### src/rtl/demux_select_programmer.sv
// AXI4-Lite initiator that writes a demux select value, commits it, and optionally reads it back.
// One request in flight at a time; a one-cycle status pulse reports the outcome.
module demux_select_programmer #(
    parameter int unsigned M_COUNT       = 2,
    parameter int unsigned SELECT_SIZE   = $clog2(M_COUNT),
    parameter logic [31:0] BASE_ADDR     = 32'h0,
    parameter logic [11:0] SELECT_OFFSET = 12'h000,
    parameter logic [11:0] COMMIT_OFFSET = 12'h004,
    parameter bit          VERIFY        = 1'b1,
    parameter int unsigned STALL_CYCLES  = 1024
) (
    input  logic                   axil_aclk,
    input  logic                   axil_areset,
    input  logic                   req_valid,
    output logic                   req_ready,
    input  logic [SELECT_SIZE-1:0] req_select,
    output logic                   done_valid,
    output logic [1:0]             done_status,
    output logic                   stall,
    output logic                   m_axil_awvalid,
    output logic [31:0]            m_axil_awaddr,
    input  logic                   m_axil_awready,
    output logic                   m_axil_wvalid,
    output logic [31:0]            m_axil_wdata,
    output logic [3:0]             m_axil_wstrb,
    input  logic                   m_axil_wready,
    input  logic                   m_axil_bvalid,
    input  logic [1:0]             m_axil_bresp,
    output logic                   m_axil_bready,
    output logic                   m_axil_arvalid,
    output logic [31:0]            m_axil_araddr,
    input  logic                   m_axil_arready,
    input  logic                   m_axil_rvalid,
    input  logic [31:0]            m_axil_rdata,
    input  logic [1:0]             m_axil_rresp,
    output logic                   m_axil_rready
);

    localparam logic [2:0] StIdle   = 3'd0;
    localparam logic [2:0] StWrSel  = 3'd1;
    localparam logic [2:0] StWrSelB = 3'd2;
    localparam logic [2:0] StWrCom  = 3'd3;
    localparam logic [2:0] StWrComB = 3'd4;
    localparam logic [2:0] StRdSel  = 3'd5;
    localparam logic [2:0] StRdDat  = 3'd6;
    localparam logic [2:0] StDone   = 3'd7;

    localparam logic [31:0] SelAddr = BASE_ADDR + {20'h0, SELECT_OFFSET};
    localparam logic [31:0] ComAddr = BASE_ADDR + {20'h0, COMMIT_OFFSET};

    localparam int unsigned CntW = $clog2(STALL_CYCLES + 1);
    localparam logic [CntW-1:0] StallMax = CntW'(STALL_CYCLES);

    logic [2:0]      state_q, state_d;
    logic [31:0]     sel_q, sel_d;
    logic            awvalid_q, awvalid_d;
    logic            wvalid_q, wvalid_d;
    logic            arvalid_q, arvalid_d;
    logic [1:0]      status_q, status_d;
    logic [CntW-1:0] stall_cnt_q, stall_cnt_d;
    logic            stall_q, stall_d;

    logic aw_ok, w_ok, waiting, handshake;
    logic unused_rdata;

    assign unused_rdata = ^m_axil_rdata[31:SELECT_SIZE];

    assign req_ready      = (state_q == StIdle) && !axil_areset;
    assign done_valid     = (state_q == StDone);
    assign done_status    = status_q;
    assign stall          = stall_q;
    assign m_axil_awvalid = awvalid_q;
    assign m_axil_awaddr  = (state_q == StWrCom) ? ComAddr : SelAddr;
    assign m_axil_wvalid  = wvalid_q;
    assign m_axil_wdata   = (state_q == StWrCom) ? 32'h1 : sel_q;
    assign m_axil_wstrb   = 4'hF;
    assign m_axil_bready  = (state_q == StWrSelB) || (state_q == StWrComB);
    assign m_axil_arvalid = arvalid_q;
    assign m_axil_araddr  = SelAddr;
    assign m_axil_rready  = (state_q == StRdDat);

    // A channel counts as complete once its valid has dropped or it handshakes now.
    assign aw_ok = !awvalid_q || m_axil_awready;
    assign w_ok  = !wvalid_q || m_axil_wready;

    assign waiting = (awvalid_q && !m_axil_awready) || (wvalid_q && !m_axil_wready) ||
                     (m_axil_bready && !m_axil_bvalid) || (arvalid_q && !m_axil_arready) ||
                     (m_axil_rready && !m_axil_rvalid);
    assign handshake = (awvalid_q && m_axil_awready) || (wvalid_q && m_axil_wready) ||
                       (m_axil_bready && m_axil_bvalid) || (arvalid_q && m_axil_arready) ||
                       (m_axil_rready && m_axil_rvalid);

    always_comb begin
        state_d   = state_q;
        sel_d     = sel_q;
        awvalid_d = awvalid_q;
        wvalid_d  = wvalid_q;
        arvalid_d = arvalid_q;
        status_d  = status_q;
        case (state_q)
            StIdle: begin
                if (req_valid) begin
                    sel_d     = 32'(req_select);
                    awvalid_d = 1'b1;
                    wvalid_d  = 1'b1;
                    state_d   = StWrSel;
                end
            end
            StWrSel, StWrCom: begin
                if (m_axil_awready) awvalid_d = 1'b0;
                if (m_axil_wready) wvalid_d = 1'b0;
                if (aw_ok && w_ok) state_d = (state_q == StWrSel) ? StWrSelB : StWrComB;
            end
            StWrSelB: begin
                if (m_axil_bvalid) begin
                    if (m_axil_bresp != 2'b00) begin
                        status_d = 2'd1;
                        state_d  = StDone;
                    end else begin
                        awvalid_d = 1'b1;
                        wvalid_d  = 1'b1;
                        state_d   = StWrCom;
                    end
                end
            end
            StWrComB: begin
                if (m_axil_bvalid) begin
                    if (m_axil_bresp != 2'b00) begin
                        status_d = 2'd1;
                        state_d  = StDone;
                    end else if (VERIFY) begin
                        arvalid_d = 1'b1;
                        state_d   = StRdSel;
                    end else begin
                        status_d = 2'd0;
                        state_d  = StDone;
                    end
                end
            end
            StRdSel: begin
                if (m_axil_arready) begin
                    arvalid_d = 1'b0;
                    state_d   = StRdDat;
                end
            end
            StRdDat: begin
                if (m_axil_rvalid) begin
                    if (m_axil_rresp != 2'b00) begin
                        status_d = 2'd2;
                    end else if (m_axil_rdata[SELECT_SIZE-1:0] != sel_q[SELECT_SIZE-1:0]) begin
                        status_d = 2'd3;
                    end else begin
                        status_d = 2'd0;
                    end
                    state_d = StDone;
                end
            end
            default: state_d = StIdle;
        endcase
    end

    // Saturating wait counter; any handshake restarts it.
    always_comb begin
        stall_cnt_d = stall_cnt_q;
        if (handshake || !waiting) begin
            stall_cnt_d = '0;
        end else if (stall_cnt_q != StallMax) begin
            stall_cnt_d = stall_cnt_q + CntW'(1);
        end
        stall_d = stall_q || (stall_cnt_q == StallMax);
    end

    always_ff @(posedge axil_aclk) begin
        if (axil_areset) begin
            state_q     <= StIdle;
            sel_q       <= '0;
            awvalid_q   <= 1'b0;
            wvalid_q    <= 1'b0;
            arvalid_q   <= 1'b0;
            status_q    <= '0;
            stall_cnt_q <= '0;
            stall_q     <= 1'b0;
        end else begin
            state_q     <= state_d;
            sel_q       <= sel_d;
            awvalid_q   <= awvalid_d;
            wvalid_q    <= wvalid_d;
            arvalid_q   <= arvalid_d;
            status_q    <= status_d;
            stall_cnt_q <= stall_cnt_d;
            stall_q     <= stall_d;
        end
    end

endmodule

### config.mk
export PLATFORM = sky130hd
export DESIGN_NAME = demux_select_programmer
export DESIGN_NICKNAME = d
export VERILOG_FILES = /design/src/rtl/demux_select_programmer.sv
export SDC_FILE = /design/constraint.sdc
export NUM_CORES = 1
export LEC_CHECK = 0
export BUFFER_PORTS_ARGS = -buffer_cell sky130_fd_sc_hd__buf_2
export CAP_MARGIN = 25
export CORE_ASPECT_RATIO = 1.2
export CORE_MARGIN = 5
export CORE_UTILIZATION = 41
export CTS_BUF_LIST = sky130_fd_sc_hd__clkbuf_8
export CTS_CLUSTER_DIAMETER = 120
export DETAILED_ROUTE_END_ITERATION = 16
export HOLD_SLACK_MARGIN = 0.03
export PLACE_DENSITY = 0.9
export SLEW_MARGIN = 40
export SYNTH_ARGS = -nofsm -noshare
export SYNTH_HDL_FRONTEND = slang
export SYNTH_SLANG_ARGS = --single-unit
### constraint.sdc
create_clock -name axil_aclk -period 1.83 [get_ports axil_aclk]
set_input_delay 0.2745 -clock axil_aclk [delete_from_list [all_inputs] [get_ports axil_aclk]]
set_output_delay 0.2745 -clock axil_aclk [all_outputs]
set_load 0.01 [all_outputs]
* Word level (Yosys, flattened, before mapping)
Cells that the tools add are included.
Storage, ports and cells: bits of input ports 45, output and inout port bits 110, register bits 21, logic and storage cells 107
Cells by class: add/sub/neg operators 1, mux-type cells 27, reduce and logical (&&, ||, !) cells 49, equal/unequal tests 22
Operators by type and width (count):
- two-way mux 3 bit | 9
- inequality test 2 bit, second input constant | 10
- case mux 3 bit (6 select lines) | 1
- logical OR 1 bit | 13
- equality test 3 bit, second input constant | 4
- logical AND 1 bit | 12
- two-way mux 2 bit | 6
- adder 11 x 1 -> 11 bit, second input constant | 1
- equality test 11 bit, second input constant | 1
- inequality test 11 bit, second input constant | 1
- AND reduction 5 bit | 2
- logical NOT 1 bit | 9
- AND reduction 4 bit | 2
- nonzero test 2 bit | 4
- two-way mux 1 bit | 7
- equality test 3 x 2 -> 1 bit, second input constant | 2
- case mux 1 bit (3 select lines) | 2
- AND reduction 6 bit | 1
- OR reduction 2 bit | 3
- inequality test 2 x 1 -> 1 bit, second input constant | 2
- case mux 2 bit (2 select lines) | 1
- equality test 3 x 1 -> 1 bit, second input constant | 1
- logical NOT 3 bit | 1
- nonzero test 3 bit | 1
- 3 further kinds | 3

* Depth between registers and ports, before layout
depth in word-level cells 9, mapped depth 6

* Least setup slack after synthesis
Ideal clock, no wire load.
kind register -> register, start point register state_q[0], end point register state_q[0], required time 1707 ps, cell stages (with the launch flop) 6, setup slack 458 ps, buffers on the path 1, clock period less this slack 1372 ps, arrival time 1249 ps, setup time 123 ps, path through dfxtp_1 -> buf_2 -> nor2b_1 -> o21ai_1 -> o2111ai_1 -> mux2_1
Between the ends: longest elaborated chain between the ends 4
RTL lines:
- start: declaration | line 54 | logic [2:0] state_q, state_d;
- start signal: assignment | line 175 | state_q <= StIdle;
- start signal: assignment | line 184 | state_q <= state_d;
- equality test 3 x 2 -> 1 bit or equality test 3 x 1 -> 1 bit (tied branches) | line 100 | case (state_q)
- OR reduction 2 bit | line 100
- inequality test 2 bit (no source line)
- AND reduction 6 bit (no source line)
Several ways; a longest one is shown, not always the timed one. A chain may end at the register's enable or synchronous reset.

* Worst setup path after layout
start point register state_q[1], end point register stall_cnt_q[2]
Between the ends: longest elaborated chain between the ends 9
RTL lines:
- equality test 3 x 2 -> 1 bit or equality test 3 bit (tied branches) | line 77 | assign m_axil_bready = (state_q == StWrSelB) || (state_q == StWrComB);
- logical OR 1 bit | line 77
- logical AND 1 bit | line 87 | (m_axil_bready && !m_axil_bvalid) || (arvalid_q && !m_axil_arready) ||
- logical OR 1 bit | line 86 | assign waiting = (awvalid_q && !m_axil_awready) || (wvalid_q && !m_axil_wready) ||
- logical OR 1 bit (2 in series) | line 87
- logical NOT 1 bit | line 165 | if (handshake || !waiting) begin
- logical OR 1 bit (*) | line 165
- OR reduction 2 bit (no source line) (*)
- end signal: assignment | line 190 | stall_cnt_q <= stall_cnt_d;
- end: declaration | line 60 | logic [CntW-1:0] stall_cnt_q, stall_cnt_d;
Every way passes the cells marked *; elsewhere a longest branch is shown, timed or not.

==> flow_summary_export.csv <==
group,metric,value,unit
status,status,"completed",
sta,fmax,594.5,MHz
floorplan,fp-row-count,27,
placement,dpl.cell_count,320,
critical_path,worst-path-buf-inv,0,
yosys,synth-seq-area-share,21.64,%
layout,seqCellArea,422.9,um^2
yosys,synth.area.top_cells,"buf_4 (38%), dfxtp_1 (22%), xnor2_1 (4.1%), nor2_2 (3.2%), nor2_1 (2.1%)",
floorplan,start_util,42.29,%
placement,dp_hpwl,2725,um
clock_network,clock_sinks,21,
clock_network,cts_max_path_buffers,2,
power,ir_worst_vdd,0.3363,mV
yosys,synth_area,1943,um^2
yosys,synth_edf_count,0,
critical_path,critical_path.endpoint_type,"register",
sta,setup-tns-final,0,ns
placement,io_buffers,25,
critical_path,cp_slowest_cell,"dfxtp_1",
worst_hold_path,hp-class,"in -> reg",
layout,drive_above_1_share,17.67,%
detailed_routing,via_per_inst,4.167,
global_routing,overflow,0,
placement,gp_congestion,0.8366,
clock_network,numCtsBuffers,3,
layout,layout_commonest_cell,"conb_1",
floorplan,core,4594,um^2
yosys,synth-main-ff-cell,"dfxtp_1",
yosys,netlist_instances,243,
detailed_routing,drcViolationCount,0,
power,finalPower,1.644,mW
critical_path,critPathMaxFanout,15,
yosys,post-synth-top-area-cell,"buf_4",
critical_path,slowest_delay,0.62,ns
clock_network,clock_tree.root_cell,"clkbuf_8",
detailed_routing,wl_per_cell,9.944,um
layout,fill_cells,473,
sta,fin_skew,0.004721,ns
yosys,ys_async_sr_fraction,0,%
layout,multi_input_area,1075,um^2
layout,stdcell_count,324,
layout,areaGrowthSynthToFinish,-7.663,%
critical_path,crit_chain,"nand4b_1 > nand3_1 > a211o_1 > a21oi_1",
global_routing,grt_max_degree,16,
yosys,ys_warn_count,0,
detailed_routing,wirelength,3222,um
yosys,synth_seq_cells,21,
sta,fin_crit,1.682,ns
sta,rsz0062_at_grt,"no",
critical_path,crit_type,"reg -> reg",
sta,period_share,91.92,%
critical_path,cp_top_family,"flip-flops",
detailed_routing,drt-initial-drc-count,35,
floorplan,pin_count,155,
floorplan,die_w,72.85,um
global_routing,grtUsageTotal,8.948,%
clock_network,clock_latency,0.25,ns
clock_network,clk_pin_slew,0.07,ns
sta,final_hold_viol_count,0,
critical_path,cp-start-kind,"register",
detailed_routing,drtAntennaViolNets,0,
worst_hold_path,min_from,"req_select",
layout,nets,314,
floorplan,dieArea,6222,um^2
sta,setup_viol,0,
run,cap_violations,0,
yosys,yosysUniqueCellTypes,42,
power,p_leak,0.8631,nW
sta,worst_slew_pin_slew,0.5159,ns
critical_path,cp.arrival,1.80,ns
sta,max-slew-margin-rel,65.60,%
clock_network,h-tree-depth,1,
yosys,syn_avg_cell_area,7.996,um^2
critical_path,reg2reg_from,"state_q[1]",
critical_path,crit_start,"state_q[1]",
floorplan,die_h,85.42,um
detailed_routing,vias,1350,
yosys,synthDominantCellAreaShare,38.25,%
layout,antenna_cells,0,
global_routing,grt_pass1_vias,1125,
detailed_routing,dr.pass1.iters,4,
global_routing,grt_pass1_wl,4560,um
clock_network,cts_tree,"done",
critical_path,critical_path_required,1.95,ns
layout,final_cell_mix,"conb_1 (98), buf_2 (25), dfxtp_1 (19)",
global_routing,antenna_found_initial,0,
power,cellPowerDensity,916.2,nW/um^2
sta,slew_violations,0,
==> cells by family after synthesis <==
kind of cell	share of synthesized area [%]
buffers and inverters	41.73
and+or+nand+nor	20.48
DFF	21.64
AOI/OAI and AO/OA	7.406
xor gates and xnor gates	4.959
muxes	2.125
adders and majority gates	1.288
other	0.3865
==> synth_stat cells (3+ instances only) <==
master,n
a21oi_1,6
a31oi_1,3
buf_2,3
buf_4,99
dfxtp_1,21
inv_1,6
mux2i_1,3
nand2_1,10
nand3_1,5
nand3b_1,3
nor2_1,11
nor2_2,10
nor2b_1,6
nor3_1,8
nor4_1,6
xnor2_1,9
==> worst reg2reg max path, stage by stage (launching register included) <==
cell and delay (ns):
dfxtp_1 0.62, nand4b_1 0.28, nand3_1 0.14, a211o_1 0.44, a21oi_1 0.08
==> routing by layer <==
layer | vias up | GRT usage, % | share of wire, %
met5 | - | 0 | 0
met4 | 0 | 3.523 | 1.0
met2 | 75 | 16.75 | 53
met3 | 4 | 2.844 | 15
li1 | 653 | - | -
met1 | 618 | 8.898 | 32
==> worst paths after layout <==
check	endpoint	slack (ns)	depth (start not counted)
max	stall_cnt_q[2]	0.15	4
min	sel_q[0]	0.26	3
min reg2reg	stall	0.45	2
max reg2reg	stall_cnt_q[2]	0.15	4
==> stage by stage <==
step	utilization (%)	worst slack (ns)	instance area, um^2	hold slack (ns)
finish	39.05	0.1479	1794	0.2627
global route	39.05	0.007017	1794	0.3388
CTS	38.97	0.01345	1790	0.2656
detailed placement	37.94	0.1544	1743	0.4437
global placement	37.94	0.1643	1743	0.4340
floorplan	-	0.4577	2303	0.4184
==> repair_timing <==
item,4_1_cts,5_1_grt
hold buffers,0,0
gates resized for setup,1,2
setup buffers,0,0
setup endpoints to repair,1,3
cloned,0,0
pin swaps,0,0
==> where the power goes <==
group / switching [mW] / leakage, nW / internal, mW
registers: 0.130 / 0.171 / 0.527
clock network: 0.136 / 0.0255 / 0.151
logic: 0.398 / 0.666 / 0.301
==> flip-flops by register name, summed over array words and instances (netlist names) <==
signal / cells
m_axil_awvalid: 1
state_q: 3
stall_cnt_q: 11
m_axil_wvalid: 1
stall: 1
sel_q: 1
done_status: 2
m_axil_arvalid: 1
==> final cells by class <==
class                   count  share of cell area (%)
repair buffers             29                   8.647
well taps                  58                   4.045
clock inverters             1                  0.2789
multi-input cells         206                   59.90
clock buffers               3                   2.301
flip-flops and latches     21                   23.57
inverters                   6                   1.255
No activity file was read; power rests on OpenSTA's default activity.
